**config.mk**
```make
export PLATFORM = sky130hd
export DESIGN_NAME = bank_swap_ctrl
export DESIGN_NICKNAME = d
export VERILOG_FILES = /design/src/rtl/bank_swap_ctrl.sv
export SDC_FILE = /design/constraint.sdc
export NUM_CORES = 1
export LEC_CHECK = 0
export BUFFER_PORTS_ARGS = -buffer_cell sky130_fd_sc_hd__buf_2
export CORE_MARGIN = 5
export CORE_UTILIZATION = 50
export CTS_CLUSTER_SIZE = 24
export DETAILED_ROUTE_END_ITERATION = 7
export PLACE_DENSITY_LB_ADDON = 0.12
export SKIP_CTS_REPAIR_TIMING = 1
export SLEW_MARGIN = 20
export SYNTH_ARGS = -nofsm -noshare
export SYNTH_HDL_FRONTEND = slang
export SYNTH_SLANG_ARGS = --single-unit
```
**constraint.sdc**
```tcl
create_clock -name clk -period 2.1 [get_ports clk]
set_clock_uncertainty 0.15 [all_clocks]
set_input_delay 0.105 -clock clk [delete_from_list [all_inputs] [get_ports clk]]
set_output_delay 0.105 -clock clk [all_outputs]
set_load 0.1 [all_outputs]
```
**src/rtl/bank_swap_ctrl.sv**
```systemverilog
// Ping-pong bank sequencer: counts host writes into the outside bank, waits for an idle compute engine,
// swaps banks, waits a settle gap and pulses compute_start. All outputs registered; host is gated via host_wr_allowed.
module bank_swap_ctrl #(
    parameter int AWIDTH     = 10,
    parameter int LOAD_WORDS = 16,
    parameter int CNT_WIDTH  = 8,
    parameter int SWAP_GAP   = 2
) (
    input  logic                 clk,
    input  logic                 rst_n,
    input  logic                 outside_wreq,
    input  logic [AWIDTH-1:0]    outside_addr,
    input  logic                 compute_ready,
    input  logic                 compute_done,
    output logic                 memory_status,
    output logic                 host_wr_allowed,
    output logic                 compute_start,
    output logic                 compute_busy,
    output logic [CNT_WIDTH-1:0] load_count,
    output logic [CNT_WIDTH-1:0] swap_count,
    output logic                 proto_err
);

    typedef enum logic [2:0] {S_LOAD, S_READY, S_SWAP, S_GAP, S_START} state_t;

    localparam int                   GW       = $clog2(SWAP_GAP + 2);
    localparam logic [CNT_WIDTH-1:0] LW_CNT   = CNT_WIDTH'(LOAD_WORDS);
    localparam logic [31:0]          LW_ADDR  = 32'(LOAD_WORDS);
    localparam logic [GW-1:0]        GAP_INIT = (SWAP_GAP > 0) ? GW'(SWAP_GAP - 1) : '0;

    state_t               state_q, state_d;
    logic                 ms_q, ms_d;
    logic                 hwa_q, hwa_d;
    logic                 start_q, start_d;
    logic                 busy_q, busy_d;
    logic                 perr_q, perr_d;
    logic [CNT_WIDTH-1:0] load_q, load_d;
    logic [CNT_WIDTH-1:0] swap_q, swap_d;
    logic [GW-1:0]        gap_q, gap_d;
    logic                 addr_ok;
    logic                 wr_ok;
    logic [CNT_WIDTH-1:0] load_inc;

    assign addr_ok  = 32'(outside_addr) < LW_ADDR;
    assign wr_ok    = outside_wreq && (state_q == S_LOAD) && addr_ok;
    assign load_inc = load_q + CNT_WIDTH'(1);

    always_comb begin
        state_d = state_q;
        ms_d    = ms_q;
        busy_d  = busy_q;
        perr_d  = perr_q;
        load_d  = load_q;
        swap_d  = swap_q;
        gap_d   = gap_q;

        if (outside_wreq && !wr_ok) begin
            perr_d = 1'b1;
        end
        if (compute_done) begin
            if (busy_q) begin
                busy_d = 1'b0;
            end else begin
                perr_d = 1'b1;
            end
        end

        // START is evaluated after the done handling so a stray done in START cannot block busy
        case (state_q)
            S_LOAD: begin
                if (wr_ok) begin
                    load_d = load_inc;
                    if (load_inc == LW_CNT) begin
                        state_d = S_READY;
                    end
                end
            end
            S_READY: begin
                if (!busy_q && compute_ready) begin
                    state_d = S_SWAP;
                end
            end
            S_SWAP: begin
                ms_d   = ~ms_q;
                swap_d = swap_q + CNT_WIDTH'(1);
                if (SWAP_GAP == 0) begin
                    state_d = S_START;
                end else begin
                    gap_d   = GAP_INIT;
                    state_d = S_GAP;
                end
            end
            S_GAP: begin
                if (gap_q == '0) begin
                    state_d = S_START;
                end else begin
                    gap_d = gap_q - GW'(1);
                end
            end
            S_START: begin
                busy_d  = 1'b1;
                load_d  = '0;
                state_d = S_LOAD;
            end
            default: begin
                state_d = S_LOAD;
            end
        endcase

        start_d = (state_d == S_START);
        hwa_d   = (state_d == S_LOAD);
    end

    always_ff @(posedge clk) begin
        if (!rst_n) begin
            state_q <= S_LOAD;
            ms_q    <= 1'b0;
            hwa_q   <= 1'b1;
            start_q <= 1'b0;
            busy_q  <= 1'b0;
            perr_q  <= 1'b0;
            load_q  <= '0;
            swap_q  <= '0;
            gap_q   <= '0;
        end else begin
            state_q <= state_d;
            ms_q    <= ms_d;
            hwa_q   <= hwa_d;
            start_q <= start_d;
            busy_q  <= busy_d;
            perr_q  <= perr_d;
            load_q  <= load_d;
            swap_q  <= swap_d;
            gap_q   <= gap_d;
        end
    end

    assign memory_status   = ms_q;
    assign host_wr_allowed = hwa_q;
    assign compute_start   = start_q;
    assign compute_busy    = busy_q;
    assign load_count      = load_q;
    assign swap_count      = swap_q;
    assign proto_err       = perr_q;

endmodule

```
==> results.py, run 1 <==
metrics = {
    "floorplan": {
        "coreArea_um2": 2410,
        "fp-row-count": 18,
        "die_x_um": 59.7,
        "die_y_um": 59.7,
        "dieArea_um2": 3560,
        "start_util": 0.512,
        "ioPinCount": 36,
    },
    "grt": {
        "antenna_found_initial": 0,
        "grt_use_met1": 0.208,
        "busiest_layer": "met2",
        "grt_pass1_wl_um": 4470,
        "grt_use_total": 0.160,
        "globalRouteMet2Util": 0.278,
        "grtUsageMet3": 0.0238,
        "grt-ovfl-total": 0,
        "grt_pass1_vias": 1033,
        "grt_max_degree": 20,
    },
    "critical_path": {
        "cp_cell_sequence": "dlygate4sd3_1 -> buf_2 -> nor4b_4 -> nand3_2 -> or4_1 -> a31oi_1",
        "critPathMaxStageDelay_ns": 0.55,
        "worstPathMaxFanout": 8,
        "crit_family": "simple AND/OR/NAND/NOR gates",
        "required_ns": 2.20,
        "cp-start-kind": "primary input",
        "worstSetupPathType": "in -> reg",
        "path_buf_inv": 2,
        "endpoint_kind": "flop",
        "slowest_stage": "or4_1",
        "critPathArrivalTime_ns": 1.95,
    },
    "placed_design": {
        "dp_hpwl_um": 2040,
        "port_buffers": 31,
        "placed_cells": 196,
        "gp_congestion": 0.778,
    },
    "clocking": {
        "cts.clk_slew.worst_paths_ns": 0.14,
        "clk_latency_ns": 0.31,
        "htree_levels": 1,
        "cts_tree": "done",
        "cts_inserted_buffers": 3,
        "clock_sinks": 26,
        "cts_root_buffer": "clkbuf_4",
        "cts_buffer_depth": 2,
    },
    "job": {
        "max_cap_viol_count": 0,
    },
    "worst_hold_path": {
        "min_path_type": "in -> reg",
    },
    "routing": {
        "drt_iter0_drc": 33,
        "routedWlPerCell_um": 13.3,
        "drc_errors": 0,
        "post_drt_via_cell_ratio": 5.42,
        "first_pass_iters": 4,
        "num_vias": 1100,
        "wirelength_um": 2700,
        "antenna_left": 0,
    },
    "synthesis": {
        "netlist_instances": 139,
        "synth_nets": 157,
        "avgSynthCellArea_um2": 8.88,
        "synth-seq-cells": 26,
        "synth_area_um2": 1230,
        "seq_area_frac_synth": 0.422,
        "synth.distinct_cells": 38,
        "yosys_warnings": 0,
    },
    "outcome": {
        "status": "completed",
    },
    "layout": {
        "syn2layout_area_growth_pct": 20.3,
        "drive_gt1_frac": 0.283,
        "instances_no_fill": 203,
        "antennaDiodeCount": 0,
        "final_net_count": 192,
    },
    "sta": {
        "hold_viol_final": 0,
        "slew_viol_final": 0,
        "fin_crit_ns": 1.85,
        "rsz0062_at_grt": "no",
        "fmax_ghz": 0.540,
        "setup-tns-final_ns": 0,
        "fin_crit_sh": 0.882,
        "setup_violations": 0,
        "worstMarginPinSlew_ns": 0.493,
        "slew-limit-headroom": 0.674,
    },
    "pwr": {
        "irDropWorstVdd_uv": 361,
        "powerDensity_nw_per_um2": 535,
        "p_leak_nw": 0.609,
    },
}
[flip-flops by register name, indices dropped and copies added, names as in the netlist]
signal	cells
load_count	8
swap_count	8
state_q	3
gap_q	2
compute_busy	1
compute_start	1
host_wr_allowed	1
memory_status	1
proto_err	1
[worst min-delay path: stages]
cell     delay, ns
buf_2         0.10
nor4b_4       0.05
nand4_1       0.08
xor2_1        0.06
nor2_1        0.08
[per-layer routing]
layer	wire, um	vias to the layer above	part of all wire
met2	1310	17	0.49
li1	-	565	-
met3	120	2	0.045
met4	13	0	0.0048
met5	0	-	0
met1	1250	516	0.47
[kinds of logic (layout without fill, tap and decap cells)]
group | after synthesis | count (layout) | share of synthesized area
and+or+nand+nor | 66 | 66 | 0.316
AOI/OAI and AO/OA | 20 | 20 | 0.104
xor gates and xnor gates | 10 | 10 | 0.0710
buffers and inverters | 13 | 47 | 0.0477
muxes | 1 | 1 | 0.00811
adders and majority gates | 3 | 3 | 0.0304
DFF | 26 | 26 | 0.422
[through the flow]
step | area, um^2 | power (mW) | setup slack (ns) | utilization | hold slack (ns)
final | 1480 | 0.794 | 0.248 | 0.616 | 0.0347
after global routing | 1480 | 0.822 | 0.131 | 0.616 | 0.0623
after CTS | 1450 | 0.797 | 0.255 | 0.603 | -0.0956
after detailed placement | 1420 | 0.549 | 0.268 | 0.588 | 0.246
after global placement | 1420 | 0.549 | 0.370 | 0.588 | 0.225
after floorplan | 1240 | 0.531 | 0.0237 | - | 0.0913
[final timing paths]
check / startpoint / end / slack, ns / depth (start not counted)
setup / recovery: outside_wreq / load_count[6] / 0.25 / 6
hold reg to reg: gap_q[0] / gap_q[0] / 0.33 / 1
hold / removal: outside_addr[7] / load_count[4] / 0.03 / 5
setup reg to reg: state_q[0] / load_count[6] / 0.26 / 4
[cells in the final DEF (no fill, tap or decap), types with 2 or more instances in the layout]
cell type / n
nand2_1: 9
o21ai_0: 2
dfxtp_1: 22
a21oi_1: 5
clkbuf_4: 3
nor3b_1: 2
o211ai_1: 2
inv_1: 6
buf_2: 31
or3_1: 2
dfxtp_2: 4
dlygate4sd3_1: 3
a31oi_1: 6
ha_1: 3
nand3_1: 10
xor2_1: 8
nor2_1: 17
xnor2_1: 2
or4_1: 2
and3_1: 4
buf_4: 3
nand4_1: 9
[layout make-up]
type / count / area (um^2)
Clock buffer: 4 / 36.3
Sequential cell: 26 / 526
Timing Repair Buffer: 37 / 208
Tap cell: 30 / 37.5
Fill cell: 220 / 926
Inverter: 6 / 22.5
Multi-Input combinational cell: 100 / 654
[where the power goes]
| part | switching, mW | internal (mW) |
|---|---|---|
| logic | 0.0292 | 0.0173 |
| registers | 0.00108 | 0.495 |
| clock network | 0.146 | 0.106 |
| total | 0.176 | 0.618 |
[Yosys cell counts, drive strengths merged]
cell / instances / area (um^2)
xor2: 8 / 70.1
or4: 2 / 15.0
nor2b: 1 / 6.26
nor2: 17 / 63.8
a211oi: 1 / 7.51
nand2: 9 / 33.8
o211ai: 2 / 15.0
or2: 1 / 6.26
o21ai: 2 / 10.0
ha: 3 / 37.5
nand4b: 1 / 8.76
o21a: 1 / 7.51
nand3: 11 / 60.1
a31oi: 6 / 37.5
and3: 4 / 25.0
nor3: 2 / 26.3
buf: 4 / 25.0
dfxtp: 26 / 521
or3: 2 / 12.5
a221oi: 1 / 8.76
o31ai: 1 / 7.51
a21bo: 1 / 10.0
mux2i: 1 / 10.0
nor4bb: 1 / 10.0
clkbuf: 3 / 11.3
nand2b: 1 / 6.26
xnor2: 2 / 17.5
a21oi: 5 / 25.0
nand4: 9 / 56.3
nor4b: 2 / 32.5
nor3b: 3 / 27.5
inv: 6 / 22.5
Note: power is estimated with default switching activity, not from simulation.
==> run 2, diff against run 1 <==
Settings changed: PLACE_DENSITY from default to 0.77, PLACE_DENSITY_LB_ADDON 0.12 to default.
==> results.py, run 2 (synthesized netlist as in run 1, its figures left out) <==
metrics = {
    "pwr": {
        "clockPowerShare": 0.314,
        "p_switching_uw": 174,
        "powerDensity_nw_per_um2": 534,
        "switching_share": 0.220,
        "p_seq_frac": 0.626,
        "irDropWorstVdd_uv": 434,
        "p_leak_nw": 0.609,
        "internal_power_uw": 618,
        "power_frac_comb": 0.060,
    },
    "placed_design": {
        "gp_congestion": 0.798,
        "dp_hpwl_um": 2150,
        "port_buffers": 31,
    },
    "floorplan": {
        "start_util": 0.512,
        "fp-row-count": 18,
        "dieArea_um2": 3560,
        "coreArea_um2": 2410,
        "die_y_um": 59.7,
        "die_x_um": 59.7,
        "ioPinCount": 36,
    },
    "layout": {
        "drive_gt1_frac": 0.283,
        "multi_input_area_um2": 654,
        "nFillCells": 208,
        "utilization": 0.616,
        "final_net_count": 192,
        "seq_area_um2": 526,
        "antennaDiodeCount": 0,
        "mostFrequentLayoutCell": "buf_2",
        "mostFrequentLayoutCells": "31 x buf_2, 22 x dfxtp_1, 17 x nor2_1, 10 x nand3_1",
        "syn2layout_area_growth_pct": 20.3,
    },
    "critical_path": {
        "worstSetupStartpoint": "outside_wreq",
        "endpoint_kind": "flop",
        "worstPathMaxFanout": 9,
        "worstSetupPathType": "in -> reg",
        "regToRegEndpoint": "load_count[6]",
        "cp-start-kind": "primary input",
        "required_ns": 2.21,
        "reg2reg_slack_ns": 0.27,
        "reg2reg_from": "state_q[0]",
        "critPathArrivalTime_ns": 1.96,
        "r2r_cells": 4,
        "critPathCapture": "load_count[6]",
    },
    "routing": {
        "routedWlPerCell_um": 14.0,
        "wirelength_um": 2840,
        "drt_iter0_drc": 38,
        "num_vias": 1147,
        "drc_errors": 0,
        "antenna_left": 0,
        "post_drt_via_cell_ratio": 5.65,
        "first_pass_iters": 4,
    },
    "grt": {
        "grt_pass1_wl_um": 4670,
        "grt_max_degree": 20,
        "antenna_found_initial": 0,
        "grt_pass1_vias": 1098,
        "grt_use_total": 0.171,
        "grt-ovfl-total": 0,
    },
    "outcome": {
        "status": "completed",
    },
    "sta": {
        "setup_violations": 0,
        "hold_viol_final": 0,
        "whs_ns": 0.0509,
        "fin_crit_ns": 1.85,
        "slew_viol_final": 0,
        "worstMarginPinSlew_ns": 0.490,
        "fin_crit_sh": 0.881,
        "fmax_ghz": 0.540,
        "slew-limit-headroom": 0.676,
        "rsz0062_at_grt": "no",
        "setup-tns-final_ns": 0,
    },
    "worst_hold_path": {
        "min_path_type": "in -> reg",
    },
    "clocking": {
        "cts_inserted_buffers": 3,
        "clock_sinks": 26,
        "clk_latency_ns": 0.31,
        "cts_tree": "done",
        "cts.clk_slew.worst_paths_ns": 0.14,
        "cts_root_buffer": "clkbuf_4",
        "cts_buffer_depth": 2,
        "htree_levels": 1,
    },
    "job": {
        "max_cap_viol_count": 0,
    },
}
run 2: routing by layer:
layer / up-vias / wire (um) / global-route usage
li1: 567 / - / -
met3: 2 / 192 / 0.0281
met5: - / 0 / 0
met2: 36 / 1440 / 0.306
met4: 0 / 12 / 0.0506
met1: 542 / 1190 / 0.207
run 2: per-stage QoR:
stage | setup slack [ns] | total power, mW | std cells | area (um^2)
floorplan | 0.0237 | 0.531 | 139 | 1240
global placement | 0.343 | 0.549 | 196 | 1420
detailed placement | 0.278 | 0.550 | 196 | 1420
CTS | 0.274 | 0.797 | 200 | 1450
global route | 0.146 | 0.814 | 203 | 1480
finish | 0.250 | 0.792 | 203 | 1480
run 2: worst min path at each step:
stage / to / from / cells after the start / slack [ns]
global placement: proto_err / compute_done / 3 / 0.22
detailed placement: proto_err / outside_wreq / 3 / 0.24
CTS: proto_err / outside_wreq / 3 / -0.1
global route: load_count[2] / outside_addr[4] / 5 / 0.06
finish: load_count[4] / outside_addr[4] / 5 / 0.05
floorplan: load_count[2] / rst_n / 2 / 0.09
run 2: final cells by class:
type / count / share of cell area
multi-input cells: 100 / 0.441
inverters: 6 / 0.0152
well taps: 30 / 0.0253
flip-flops and latches: 26 / 0.354
clock buffers: 4 / 0.0245
repair buffers: 37 / 0.140
run 2: critical path, stage by stage:
cell	delay, ns
dlygate4sd3_1	0.53
buf_2	0.12
nor4b_4	0.26
nand3_2	0.23
or4_1	0.56
a31oi_1	0.16
run 2: power groups by stage:
stage | Combinational [mW] | Sequential, mW | Clock [mW]
floorplan | 0.0135 | 0.517 | 0
detailed placement | 0.0433 | 0.507 | 0
global placement | 0.0422 | 0.507 | 0
global route | 0.0507 | 0.496 | 0.267
CTS | 0.0435 | 0.496 | 0.258
finish | 0.0476 | 0.496 | 0.249
